<file path="src/rtl/axi_lite_pkg.sv">
// Shared constants, types and helpers for the AXI4-Lite memory slave.
package axi_lite_pkg;

  localparam logic [1:0] RESP_OKAY   = 2'b00;
  localparam logic [1:0] RESP_SLVERR = 2'b10;

  typedef logic [1:0] resp_t;

  typedef enum logic {
    R_IDLE  = 1'b0,
    R_VALID = 1'b1
  } rstate_t;

  function automatic int clog2(input int value);
    int result;
    int remaining;
    result    = 0;
    remaining = value - 1;
    while (remaining > 0) begin
      result++;
      remaining = remaining >> 1;
    end
    return result;
  endfunction

endpackage

</file>
<file path="src/rtl/axi_lite_bytemem.sv">
// Word-organised register memory with byte-enabled writes and a registered read port.
module axi_lite_bytemem
  import axi_lite_pkg::*;
#(
  parameter int DATA_WIDTH  = 32,
  parameter int DEPTH_WORDS = 16,
  localparam int STRB_W     = DATA_WIDTH / 8,
  localparam int IDX_W      = clog2(DEPTH_WORDS)
) (
  input  logic                  ACLK,
  input  logic                  ARESET,
  input  logic                  we,
  input  logic [IDX_W-1:0]      widx,
  input  logic [DATA_WIDTH-1:0] wdata,
  input  logic [STRB_W-1:0]     wstrb,
  input  logic                  re,
  input  logic [IDX_W-1:0]      ridx,
  output logic [DATA_WIDTH-1:0] rdata
);

  logic [DATA_WIDTH-1:0] mem [DEPTH_WORDS];

  // Non-blocking read and write on the same edge give read-before-write on a collision.
  always_ff @(posedge ACLK) begin
    if (ARESET) begin
      for (int i = 0; i < DEPTH_WORDS; i++) begin
        mem[i] <= '0;
      end
      rdata <= '0;
    end else begin
      if (we) begin
        for (int k = 0; k < STRB_W; k++) begin
          if (wstrb[k]) begin
            mem[widx][8*k +: 8] <= wdata[8*k +: 8];
          end
        end
      end
      if (re) begin
        rdata <= mem[ridx];
      end
    end
  end

endmodule

</file>
<file path="src/rtl/axi_lite_mem_slave.sv">
// AXI4-Lite slave over a byte-lane memory: independent AW/W capture, back-pressured B/R, SLVERR out of range.
module axi_lite_mem_slave
  import axi_lite_pkg::*;
#(
  parameter int DATA_WIDTH  = 32,
  parameter int ADDR_WIDTH  = 32,
  parameter int DEPTH_WORDS = 16,
  localparam int STRB_W     = DATA_WIDTH / 8
) (
  input  logic                  ACLK,
  input  logic                  ARESET,
  input  logic [ADDR_WIDTH-1:0] AWADDR,
  input  logic                  AWVALID,
  output logic                  AWREADY,
  input  logic [DATA_WIDTH-1:0] WDATA,
  input  logic [STRB_W-1:0]     WSTRB,
  input  logic                  WVALID,
  output logic                  WREADY,
  output logic [1:0]            BRESP,
  output logic                  BVALID,
  input  logic                  BREADY,
  input  logic [ADDR_WIDTH-1:0] ARADDR,
  input  logic                  ARVALID,
  output logic                  ARREADY,
  output logic [DATA_WIDTH-1:0] RDATA,
  output logic [1:0]            RRESP,
  output logic                  RVALID,
  input  logic                  RREADY
);

  localparam int ADDR_LSB = clog2(STRB_W);
  localparam int IDX_W    = clog2(DEPTH_WORDS);

  logic                  aw_full;
  logic [ADDR_WIDTH-1:0] aw_addr;
  logic                  w_full;
  logic [DATA_WIDTH-1:0] w_data;
  logic [STRB_W-1:0]     w_strb;
  resp_t                 bresp;
  rstate_t               rstate;
  resp_t                 rresp;
  logic [DATA_WIDTH-1:0] mem_rdata;

  logic aw_hs;
  logic w_hs;
  logic ar_hs;
  logic commit;
  logic aw_in_range;
  logic ar_in_range;

  // Any address bit above the word index makes the access out of range.
  function automatic logic addr_in_range(input logic [ADDR_WIDTH-1:0] addr);
    return (addr >> (ADDR_LSB + IDX_W)) == '0;
  endfunction

  assign AWREADY = !aw_full && !BVALID && !ARESET;
  assign WREADY  = !w_full && !BVALID && !ARESET;
  assign ARREADY = (rstate == R_IDLE) && !ARESET;

  assign aw_hs  = AWVALID && AWREADY;
  assign w_hs   = WVALID && WREADY;
  assign ar_hs  = ARVALID && ARREADY;
  assign commit = aw_full && w_full && !BVALID;

  assign aw_in_range = addr_in_range(aw_addr);
  assign ar_in_range = addr_in_range(ARADDR);

  assign BRESP  = bresp;
  assign RRESP  = rresp;
  assign RVALID = (rstate == R_VALID);
  assign RDATA  = (rresp == RESP_SLVERR) ? '0 : mem_rdata;

  // Capture and commit never coincide: a full holding register drops its own READY.
  always_ff @(posedge ACLK) begin
    if (ARESET) begin
      aw_full <= 1'b0;
      aw_addr <= '0;
      w_full  <= 1'b0;
      w_data  <= '0;
      w_strb  <= '0;
      BVALID  <= 1'b0;
      bresp   <= RESP_OKAY;
    end else begin
      if (aw_hs) begin
        aw_full <= 1'b1;
        aw_addr <= AWADDR;
      end
      if (w_hs) begin
        w_full <= 1'b1;
        w_data <= WDATA;
        w_strb <= WSTRB;
      end
      if (commit) begin
        aw_full <= 1'b0;
        w_full  <= 1'b0;
        BVALID  <= 1'b1;
        bresp   <= aw_in_range ? RESP_OKAY : RESP_SLVERR;
      end else if (BVALID && BREADY) begin
        BVALID <= 1'b0;
      end
    end
  end

  always_ff @(posedge ACLK) begin
    if (ARESET) begin
      rstate <= R_IDLE;
      rresp  <= RESP_OKAY;
    end else begin
      case (rstate)
        R_IDLE: begin
          if (ARVALID) begin
            rstate <= R_VALID;
            rresp  <= ar_in_range ? RESP_OKAY : RESP_SLVERR;
          end
        end
        R_VALID: begin
          if (RREADY) begin
            rstate <= R_IDLE;
          end
        end
        default: rstate <= R_IDLE;
      endcase
    end
  end

  axi_lite_bytemem #(
    .DATA_WIDTH (DATA_WIDTH),
    .DEPTH_WORDS(DEPTH_WORDS)
  ) u_mem (
    .ACLK  (ACLK),
    .ARESET(ARESET),
    .we    (commit && aw_in_range),
    .widx  (aw_addr[ADDR_LSB +: IDX_W]),
    .wdata (w_data),
    .wstrb (w_strb),
    .re    (ar_hs && ar_in_range),
    .ridx  (ARADDR[ADDR_LSB +: IDX_W]),
    .rdata (mem_rdata)
  );

endmodule

</file>
<file path="config.mk">
export PLATFORM = sky130hd
export DESIGN_NAME = axi_lite_mem_slave
export DESIGN_NICKNAME = d
export VERILOG_FILES = /design/src/rtl/axi_lite_pkg.sv /design/src/rtl/axi_lite_bytemem.sv /design/src/rtl/axi_lite_mem_slave.sv
export SDC_FILE = /design/constraint.sdc
export NUM_CORES = 1
export LEC_CHECK = 0
export CAP_MARGIN = 0
export CORE_ASPECT_RATIO = 0.6
export CORE_UTILIZATION = 65
export DETAILED_ROUTE_END_ITERATION = 16
export PLACE_DENSITY = 0.95
export SYNTH_ARGS = -nofsm -noshare
export SYNTH_HDL_FRONTEND = slang
export SYNTH_SLANG_ARGS = --single-unit
</file>
<file path="constraint.sdc">
create_clock -name ACLK -period 3 [get_ports ACLK]
set_input_delay 0.6 -clock ACLK [delete_from_list [all_inputs] [get_ports ACLK]]
set_output_delay 0.6 -clock ACLK [all_outputs]
set_load 0.01 [all_outputs]
</file>
==> Implementation_results.wiki, run 1 <==
{| class="wikitable"
! Metric !! Value
|-
| Vias in the first global route || ~18000
|-
| Result of the run || completed
|-
| Static Leak || 10.0 nW
|-
| Critical path start-end classification || reg -> reg
|-
| Clk Latency, worst-skew pair || 610 ps
|-
| Hold buffer count at CTS || 0
|-
| Share of synthesized flip-flops with an asynchronous set or reset || 0%
|-
| Post-route clock period utilization || roughly nine tenths
|-
| Number of gates given a new drive strength after cts || 0
|-
| Post-layout nets || about 2200
|-
| Most frequent cells in the layout || sky130_fd_sc_hd__nor2_1, sky130_fd_sc_hd__edfxtp_1, sky130_fd_sc_hd__nand2_1, sky130_fd_sc_hd__clkdlybuf4s50_1, sky130_fd_sc_hd__mux4_2
|-
| DRT antenna net count || 0
|-
| Synth-to-Final Area Change || 11.9%
|-
| TritonCTS clock tree || yes
|-
| Largest delay share family, worst path || simple AND/OR/NAND/NOR gates
|-
| Global Route Usage Sum || 34.0%
|-
| CTS root buf || sky130_fd_sc_hd__clkbuf_16
|-
| Placeable Area || 40700 um^2
|-
| Actual slew at the worst max-slew pin || a little over 900 ps
|-
| Number of rows in the core area || 57
|-
| Crit path required time || 3420 ps
|-
| Number of vias per cell after detailed routing || 6.86
|-
| Buffer count from post-CTS setup fixing || 0
|-
| Critical Path Fanout Max || 32
|-
| Number of distinct library cells after synthesis || 38
|-
| Worst IR drop on VDD || 0.409 mV
|-
| Wire length reported by the detailed router || 72300 um
|-
| Part of the Yosys area used for sequential elements || 64.6%
|-
| CP endpoint kind || flop
|-
| Combined buffer and inverter count along the critical path || 0
|-
| Congestion Overflow GR || 0
|-
| Synth Area per Inst || between 10 and 15 um^2
|-
| Setup violation total in the final timing report || 0
|-
| IO Count || 148
|-
| Critical path startpoint category || flop
|-
| Wire length of the first global-routing pass || around 110000 um
|-
| Clock-pin transition on the worst setup and hold timing paths || about 70 ps
|-
| PortBufs || 141
|-
| Max-capacitance violation count || 0
|-
| Most common cell after layout, fill and taps aside || sky130_fd_sc_hd__nor2_1
|-
| Level count of the clock H-tree || 2
|-
| Number of sinks driven by the clock tree || around 600
|-
| Normalized max-slew margin || 37.7%
|-
| Worst Path Arrival || 3160 ps
|-
| Min cycle time layout || 2740 ps
|-
| Maximum buffer depth of the clock tree || 3
|-
| Number of antenna violations at the first check in global routing || 2
|-
| Final weighted congestion in routability-driven placement || 0.845
|-
| Drt wl/cell || 27.0 um
|-
| Count of filler cells inserted in the layout || 2284
|-
| Placed cell count || 2578
|-
| Slowest library cell on the worst path || sky130_fd_sc_hd__and2b_1
|-
| F_max || 0.364 GHz
|-
| Die boundary width || between 200 and 300 um
|-
| Total via count after detailed routing || about 18000
|-
| Setup repair after global routing missed its margin || no
|-
| Remaining design rule violation count || 0
|-
| Number of buffers created by CTS || 53
|-
| Starting density of the core || around 66%
|-
| Number of search-and-repair iterations in the first detailed-routing pass || 7
|-
| Layout cell share with drive strength beyond 1 || 13.8%
|-
| Fin cells || 2678
|-
| Total power divided by cell area || slightly below 600 nW/um^2
|-
| Floorplan die area || 42400 um^2
|-
| Synthesis-stage register bit count || 616
|-
| Critical path's largest stage delay || 830 ps
|-
| Number of enable flip-flop cells after synthesis || ~510
|-
| Setup Total Neg Slack || 0 ps
|-
| Instance count of the mapped netlist || approximately 2000
|-
| Post-DP HPWL || 45000 um
|-
| Dominant register cell in the synthesized netlist || sky130_fd_sc_hd__edfxtp_1
|-
| Max Clock Skew || ~19 ps
|-
| Kind of path behind the tightest hold check || in -> reg
|-
| Number of endpoints with negative hold slack in the final report || 0
|-
| Pin count of the biggest net entering global routing || 66
|-
| Floorplan die height || between 150 and 200 um
|-
| Slew Limit Fails || 0
|-
| Cells along the critical path || and2b_1, nand4_4, nor2_1
|-
| Yosys Warn Count || 0
|-
| Initial drt markers || 3230
|-
| Syn Std Cell Area || 27000 um^2
|}
-- metrics by stage --
| stage | hold slack, ps | instance area [um^2] | power [W] | utilization (%) | worst slack [ps] |
|---|---|---|---|---|---|
| after floorplan | 436 | 27000 | 0.0105 | - | 778 |
| after global placement | 442 | 28500 | 0.0109 | 70.0 | 396 |
| after detailed placement | 448 | 28500 | 0.0110 | 70.0 | 363 |
| after CTS | 373 | 30200 | 0.0177 | 74.2 | 363 |
| after global routing | 400 | 30200 | 0.0181 | 74.2 | 182 |
| final | 389 | 30200 | 0.0178 | 74.2 | 256 |
-- registers in the layout (all words and copies together) (netlist names) --
signal and flops:
BRESP 1, BVALID 1, RRESP 1, RVALID 1, aw_addr 30, aw_full 1, u_mem.mem 512, u_mem.rdata 32
w_data 32, w_full 1, w_strb 4
-- synthesized netlist by cell type, types with 12 or more instances --
master	count	share of area, %
sky130_fd_sc_hd__nor2_1	522	7.3
sky130_fd_sc_hd__edfxtp_1	512	57
sky130_fd_sc_hd__nand2_1	170	2.4
sky130_fd_sc_hd__clkbuf_1	111	1.5
sky130_fd_sc_hd__mux4_2	105	8.8
sky130_fd_sc_hd__dfxtp_1	104	7.7
sky130_fd_sc_hd__a21oi_1	76	1.4
sky130_fd_sc_hd__buf_2	67	1.2
sky130_fd_sc_hd__a22oi_1	64	1.8
sky130_fd_sc_hd__a41o_1	48	1.8
sky130_fd_sc_hd__nor2b_1	41	0.95
sky130_fd_sc_hd__a211o_1	32	1.0
sky130_fd_sc_hd__o21ai_0	32	0.59
sky130_fd_sc_hd__mux4_1	23	2.2
sky130_fd_sc_hd__a21oi_2	20	0.65
sky130_fd_sc_hd__a31o_2	12	0.39
sky130_fd_sc_hd__nor4_1	12	0.28
-- cell families after synthesis --
kind of cell,synth area share (%)
other cells,0.0139
buf+inv,4.23
flops,64.6
simple gates,12.3
compound gates,7.84
mux,11.0
-- report_power, final --
group | internal [W] | leakage (nW) | switching [W] | total [W]
clock network | 0.00377 | 0.847 | 0.00312 | 0.00690
logic | 0.000512 | 3.06 | 0.000747 | 0.00126
registers | 0.00951 | 6.12 | 0.000114 | 0.00963
total | 0.0138 | 10.0 | 0.00398 | 0.0178
-- cell type report --
class	instances	area (um^2)	area share, %
antenna	2	5.00	0.0166
clock inverter	26	198	0.654
timing repair buffer	197	1910	6.31
tap	560	701	2.32
clock buffer	72	1510	4.99
inverter	2	7.51	0.0248
multi-input combinational	1203	8450	27.9
sequential	616	17500	57.8
-- final timing paths --
check,from,endpoint,cells after the start,slack (ps)
max,aw_addr[5]$_SDFFE_PP0P_,u_mem.mem[11][10]$_SDFFCE_PN0P_,3,260
min,ARESET,w_data[17]$_SDFFE_PP0P_,2,390
max reg2reg,aw_addr[5]$_SDFFE_PP0P_,u_mem.mem[11][10]$_SDFFCE_PN0P_,3,260
min reg2reg,aw_addr[26]$_SDFFE_PP0P_,aw_addr[26]$_SDFFE_PP0P_,2,460
-- routing by layer --
metal | track usage [%] | share of wire, % | up-vias
met2 | 50.8 | 45 | 1780
met1 | 46.3 | 34 | 8855
met5 | 0 | 0.017 | -
li1 | - | - | 7542
met4 | 9.27 | 2.7 | 2
met3 | 14.4 | 18 | 204
-- worst reg2reg max path, stage by stage (launching register included) --
cell,delay (ps)
sky130_fd_sc_hd__dfxtp_1,710
sky130_fd_sc_hd__and2b_1,840
sky130_fd_sc_hd__nand4_4,640
sky130_fd_sc_hd__nor2_1,380
No activity file was read; power rests on OpenSTA's default activity.
==> run 2: changes to the inputs <==
--- a/config.mk
+++ b/config.mk
@@ -12,4 +12,5 @@
 export PLACE_DENSITY = 0.95
 export SYNTH_ARGS = -nofsm -noshare
 export SYNTH_HDL_FRONTEND = slang
+export SYNTH_HIERARCHICAL = 1
 export SYNTH_SLANG_ARGS = --single-unit
==> run 2 against run 1 <==
Cell area up 4.1%. Synthesized area up 2.5%. Power down 1.6%. Utilization up 0.81 points. Clock skew about the same. Via count up 1.9%. Sequential cell count unchanged.
==> Implementation_results.wiki, run 2 <==
{| class="wikitable"
! Metric !! Value
|-
| Global Route Usage Sum || 32.3% (-1.8 points)
|-
| Post-detailed-placement cell area || 29800 um^2 (+4.6%)
|-
| DRT antenna net count || 0 (unchanged)
|-
| Instance count of the mapped netlist || 2273 (+12%)
|-
| Vias in the first global route || 18700 (+4.2%)
|-
| Synth-to-Final Area Change || 13.7%
|-
| Adder-cell share of the synthesized area || 0% (unchanged)
|-
| Part of the Yosys area used for sequential elements || 63.1% (-1.5 points)
|-
| Most crowded layer after global routing || met2
|-
| Synthesis-stage register bit count || 616 (unchanged)
|-
| Fin cells || 3019 (+13%)
|-
| Layout cell share with drive strength beyond 1 || 9.27% (-4.5 points)
|-
| Number of rows in the core area || 58 (+1.8%)
|-
| Met3 track utilization from global routing || 7.91% (-6.5 points)
|-
| Dominant cells by area after synthesis || sky130_fd_sc_hd__edfxtp_1, sky130_fd_sc_hd__and2_1, sky130_fd_sc_hd__mux2i_1
|-
| Initial drt markers || 2010 (-38%)
|-
| Proportion of power drawn by flip-flops and latches || 55.7% (+1.6 points)
|-
| Critical path start-end classification || reg -> out
|-
| Largest register by flop count || u_mem/mem
|-
| Number of distinct library cells after synthesis || 35 (-7.9%)
|-
| Level count of the clock H-tree || 2 (unchanged)
|-
| Clock-pin transition on the worst setup and hold timing paths || 60 ps (about the same)
|-
| Slew Limit Fails || 0 (unchanged)
|-
| Floorplan die area || 43400 um^2 (+2.4%)
|-
| CP endpoint kind || primary output
|-
| Ant. Diodes || 0 (-2)
|-
| Most frequent cells in the layout || sky130_fd_sc_hd__and2_1, sky130_fd_sc_hd__edfxtp_1, sky130_fd_sc_hd__mux2i_1, sky130_fd_sc_hd__nand2_1, sky130_fd_sc_hd__clkdlybuf4s50_1
|-
| Comb power frac || 6.0% (-1.1 points)
|-
| Sequential cell area in the final layout || 17500 um^2 (about the same)
|-
| Wire length reported by the detailed router || 69700 um (-3.5%)
|-
| Congestion Overflow GR || 0 (unchanged)
|-
| Placed cell count || 2925 (+13%)
|-
| Clk Latency, worst-skew pair || 590 ps (-20 ps)
|-
| TritonCTS clock tree || yes
|-
| Min cycle time layout || 2690 ps (-54.1 ps)
|-
| Post-layout nets || 2515 (+15%)
|-
| Hold buffer count at CTS || 0 (unchanged)
|-
| Number of search-and-repair iterations in the first detailed-routing pass || 7 (unchanged)
|-
| Post-route cell area || 31500 um^2 (+4.1%)
|-
| Count of filler cells inserted in the layout || 2490 (+9.0%)
|-
| Dominant register cell in the synthesized netlist || sky130_fd_sc_hd__edfxtp_1
|-
| Number of enable flip-flop cells after synthesis || 512 (unchanged)
|-
| Final weighted congestion in routability-driven placement || 0.902 (+6.7%)
|-
| Drt wl/cell || 23.1 um (-14%)
|-
| Critical Path Fanout Max || 34 (+6.3%)
|-
| Number of buffers created by CTS || 51 (-3.8%)
|-
| Portion of total power attributed to the clock network || 38.3% (-0.5 points)
|-
| Post-DP HPWL || 45100 um (+0.23%)
|-
| Actual slew at the worst max-slew pin || 1070 ps (+140 ps)
|-
| Largest registers || u_mem/mem (512), u_mem/rdata (32), w_data (32)
|-
| Result of the run || completed
|-
| Static Leak || 12.2 nW (+21%)
|-
| Post-route clock period utilization || 89.7% (-1.8 points)
|-
| Number of endpoints with negative hold slack in the final report || 0 (unchanged)
|-
| Floorplan die height || 162 um (+1.2%)
|-
| Post-synthesis share of cell area spent on xor and xnor gates || 0% (unchanged)
|-
| Yosys Warn Count || 6 (+6)
|-
| Setup Total Neg Slack || 0 ps (unchanged)
|-
| Max-capacitance violation count || 0 (unchanged)
|-
| Placeable Area || 41900 um^2 (+3.0%)
|-
| Kind of path behind the tightest hold check || in -> reg
|-
| Syn Std Cell Area || 27700 um^2 (+2.5%)
|-
| Flip-flop count of the largest register, all copies and words added || 512 (unchanged)
|-
| Pin count of the biggest net entering global routing || 102 (+55%)
|-
| Normalized max-slew margin || 28.2% (-9.5 points)
|-
| Number of antenna violations at the first check in global routing || 3 (+1)
|-
| Fraction of synthesized cell area taken by the top area cell type || 55.5% (-1.4 points)
|-
| Sw Ratio || 22.2% (-0.20 points)
|-
| Worst IR drop on VDD || 0.418 mV (+2.1%)
|-
| Simple-Gate Fraction of Synth Area || 20.9% (+8.5 points)
|-
| Number of vias per cell after detailed routing || 6.20 (-9.6%)
|-
| F_max || 0.372 GHz (+2.0%)
|-
| Crit path required time || 2400 ps (-1020 ps)
|-
| IO Count || 148 (unchanged)
|-
| Die boundary width || 268 um (+1.2%)
|-
| Compound-gate portion of the synthesized area || 4.27% (-3.6 points)
|-
| Starting density of the core || 66.0% (-0.35 points)
|-
| Global routing usage on met2 || 52.0% (+1.2 points)
|-
| Worst Path Arrival || 2090 ps (-1070 ps)
|-
| CTS root buf || sky130_fd_sc_hd__clkbuf_16
|-
| Critical path startpoint category || flop
|-
| Remaining design rule violation count || 0 (unchanged)
|-
| Multiplexer share of the synthesized area || 9.26% (-1.7 points)
|-
| Setup violation total in the final timing report || 0 (unchanged)
|-
| Switching power || 0.00389 W (-2.4%)
|-
| Internal power contribution || 0.0136 W (-1.3%)
|-
| Total power divided by cell area || 556 nW/um^2 (-5.5%)
|-
| Max Clock Skew || 19.3 ps (+0.140 ps)
|-
| Post-synth top area cell || sky130_fd_sc_hd__edfxtp_1
|-
| Buffer count from post-CTS setup fixing || 0 (unchanged)
|-
| Multi-input gate area in the final layout || 9570 um^2 (+13%)
|-
| Most common cell in the netlist || sky130_fd_sc_hd__and2_1
|-
| Synth cell count leaders || sky130_fd_sc_hd__and2_1, sky130_fd_sc_hd__edfxtp_1, sky130_fd_sc_hd__mux2i_1, sky130_fd_sc_hd__nand2_1, sky130_fd_sc_hd__a21oi_1
|-
| Total via count after detailed routing || 18700 (+1.9%)
|-
| PortBufs || 141 (unchanged)
|-
| Maximum buffer depth of the clock tree || 3 (unchanged)
|-
| Main combinational cell family by area after synthesis || simple AND/OR/NAND/NOR gates
|-
| Met1 GRT Util || 42.6% (-3.7 points)
|-
| Synth Area per Inst || 12.2 um^2 (-8.6%)
|-
| Total power of the final layout || 0.0175 W (-1.6%)
|-
| Number of sinks driven by the clock tree || 616 (unchanged)
|-
| Setup repair after global routing missed its margin || no
|-
| Wire length of the first global-routing pass || 105000 um (-1.3%)
|-
| Share of synthesized flip-flops with an asynchronous set or reset || 0% (unchanged)
|}
-- run 2: changes by cell type in the layout (fill, tap and decap cells not counted), sizes merged, moves of 64 or more --
cell / previous run / this run
mux2i: 0 / 256
nand2: 170 / 241
nor2: 522 / 74
or2: 0 / 64
and2: 6 / 513
nand3: 1 / 103
mux4: 128 / 0
-- run 2: critical path, stage by stage, from the launching register on --
cell                              delay [ps]
sky130_fd_sc_hd__dfxtp_4                 510
sky130_fd_sc_hd__nor2b_1                 370
sky130_fd_sc_hd__clkdlybuf4s50_1         620
-- run 2: cell families after synthesis --
| family | Yosys count |
|---|---|
| AOI/OAI and AO/OA | 200 |
| buffers and inverters | 138 |
| DFF | 616 |
| muxes | 256 |
| other | 1 |
| and+or+nand+nor | 1062 |
-- run 2: layout make-up --
class	instances	area share, %
Clock buffer	76	4.61
Clock inverter	18	0.612
Inverter	2	0.0239
Multi-Input combinational cell	1520	30.4
Sequential cell	616	55.5
Tap cell	570	2.27
Timing Repair Buffer	217	6.62
-- run 2: path summary, 6_finish.rpt --
check             cells after the start                             end  slack [ps]                         start
setup / recovery                      2                       RDATA[31]         310         RRESP[1]$_SDFFE_PP0P_
hold / removal                        2             BVALID$_SDFFE_PP0P_         390                        ARESET
setup reg to reg                      8  u_mem/mem[6][15]$_SDFFCE_PN0P_         310           BVALID$_SDFFE_PP0P_
hold reg to reg                       2    u_mem/rdata[11]$_SDFFE_PP0P_         450  u_mem/rdata[11]$_SDFFE_PP0P_
-- run 2: layer usage --
layer | share of wire (%) | vias up
met4 | 3.8 | 4
met3 | 12 | 228
met1 | 38 | 9057
met5 | 0.037 | -
li1 | - | 8246
met2 | 47 | 1197
-- run 2: stage by stage --
stage	setup slack [ps]	hold slack, ps	util (%)
2_1_floorplan	775	418	-
3_3_place_gp	75.6	438	71.1
3_5_place_dp	-70.9	437	71.1
4_1_cts	304	370	75.0
5_1_grt	155	414	75.0
6_report	310	388	75.0
-- run 2: power groups by stage --
stage               Combinational [W]  Clock [W]  Sequential [W]
finish                        0.00106    0.00670         0.00975
global route                  0.00112    0.00703         0.00976
CTS                           0.00104    0.00669         0.00974
detailed placement            0.00103          0         0.00992
global placement             0.000994          0         0.00989
floorplan                    0.000695          0         0.00977
-- run 2: timing repair --
item	in CTS	in global routing
hold endpoints to repair	0	0
gates resized for setup	1	0
endpoints found under the setup margin	1	0
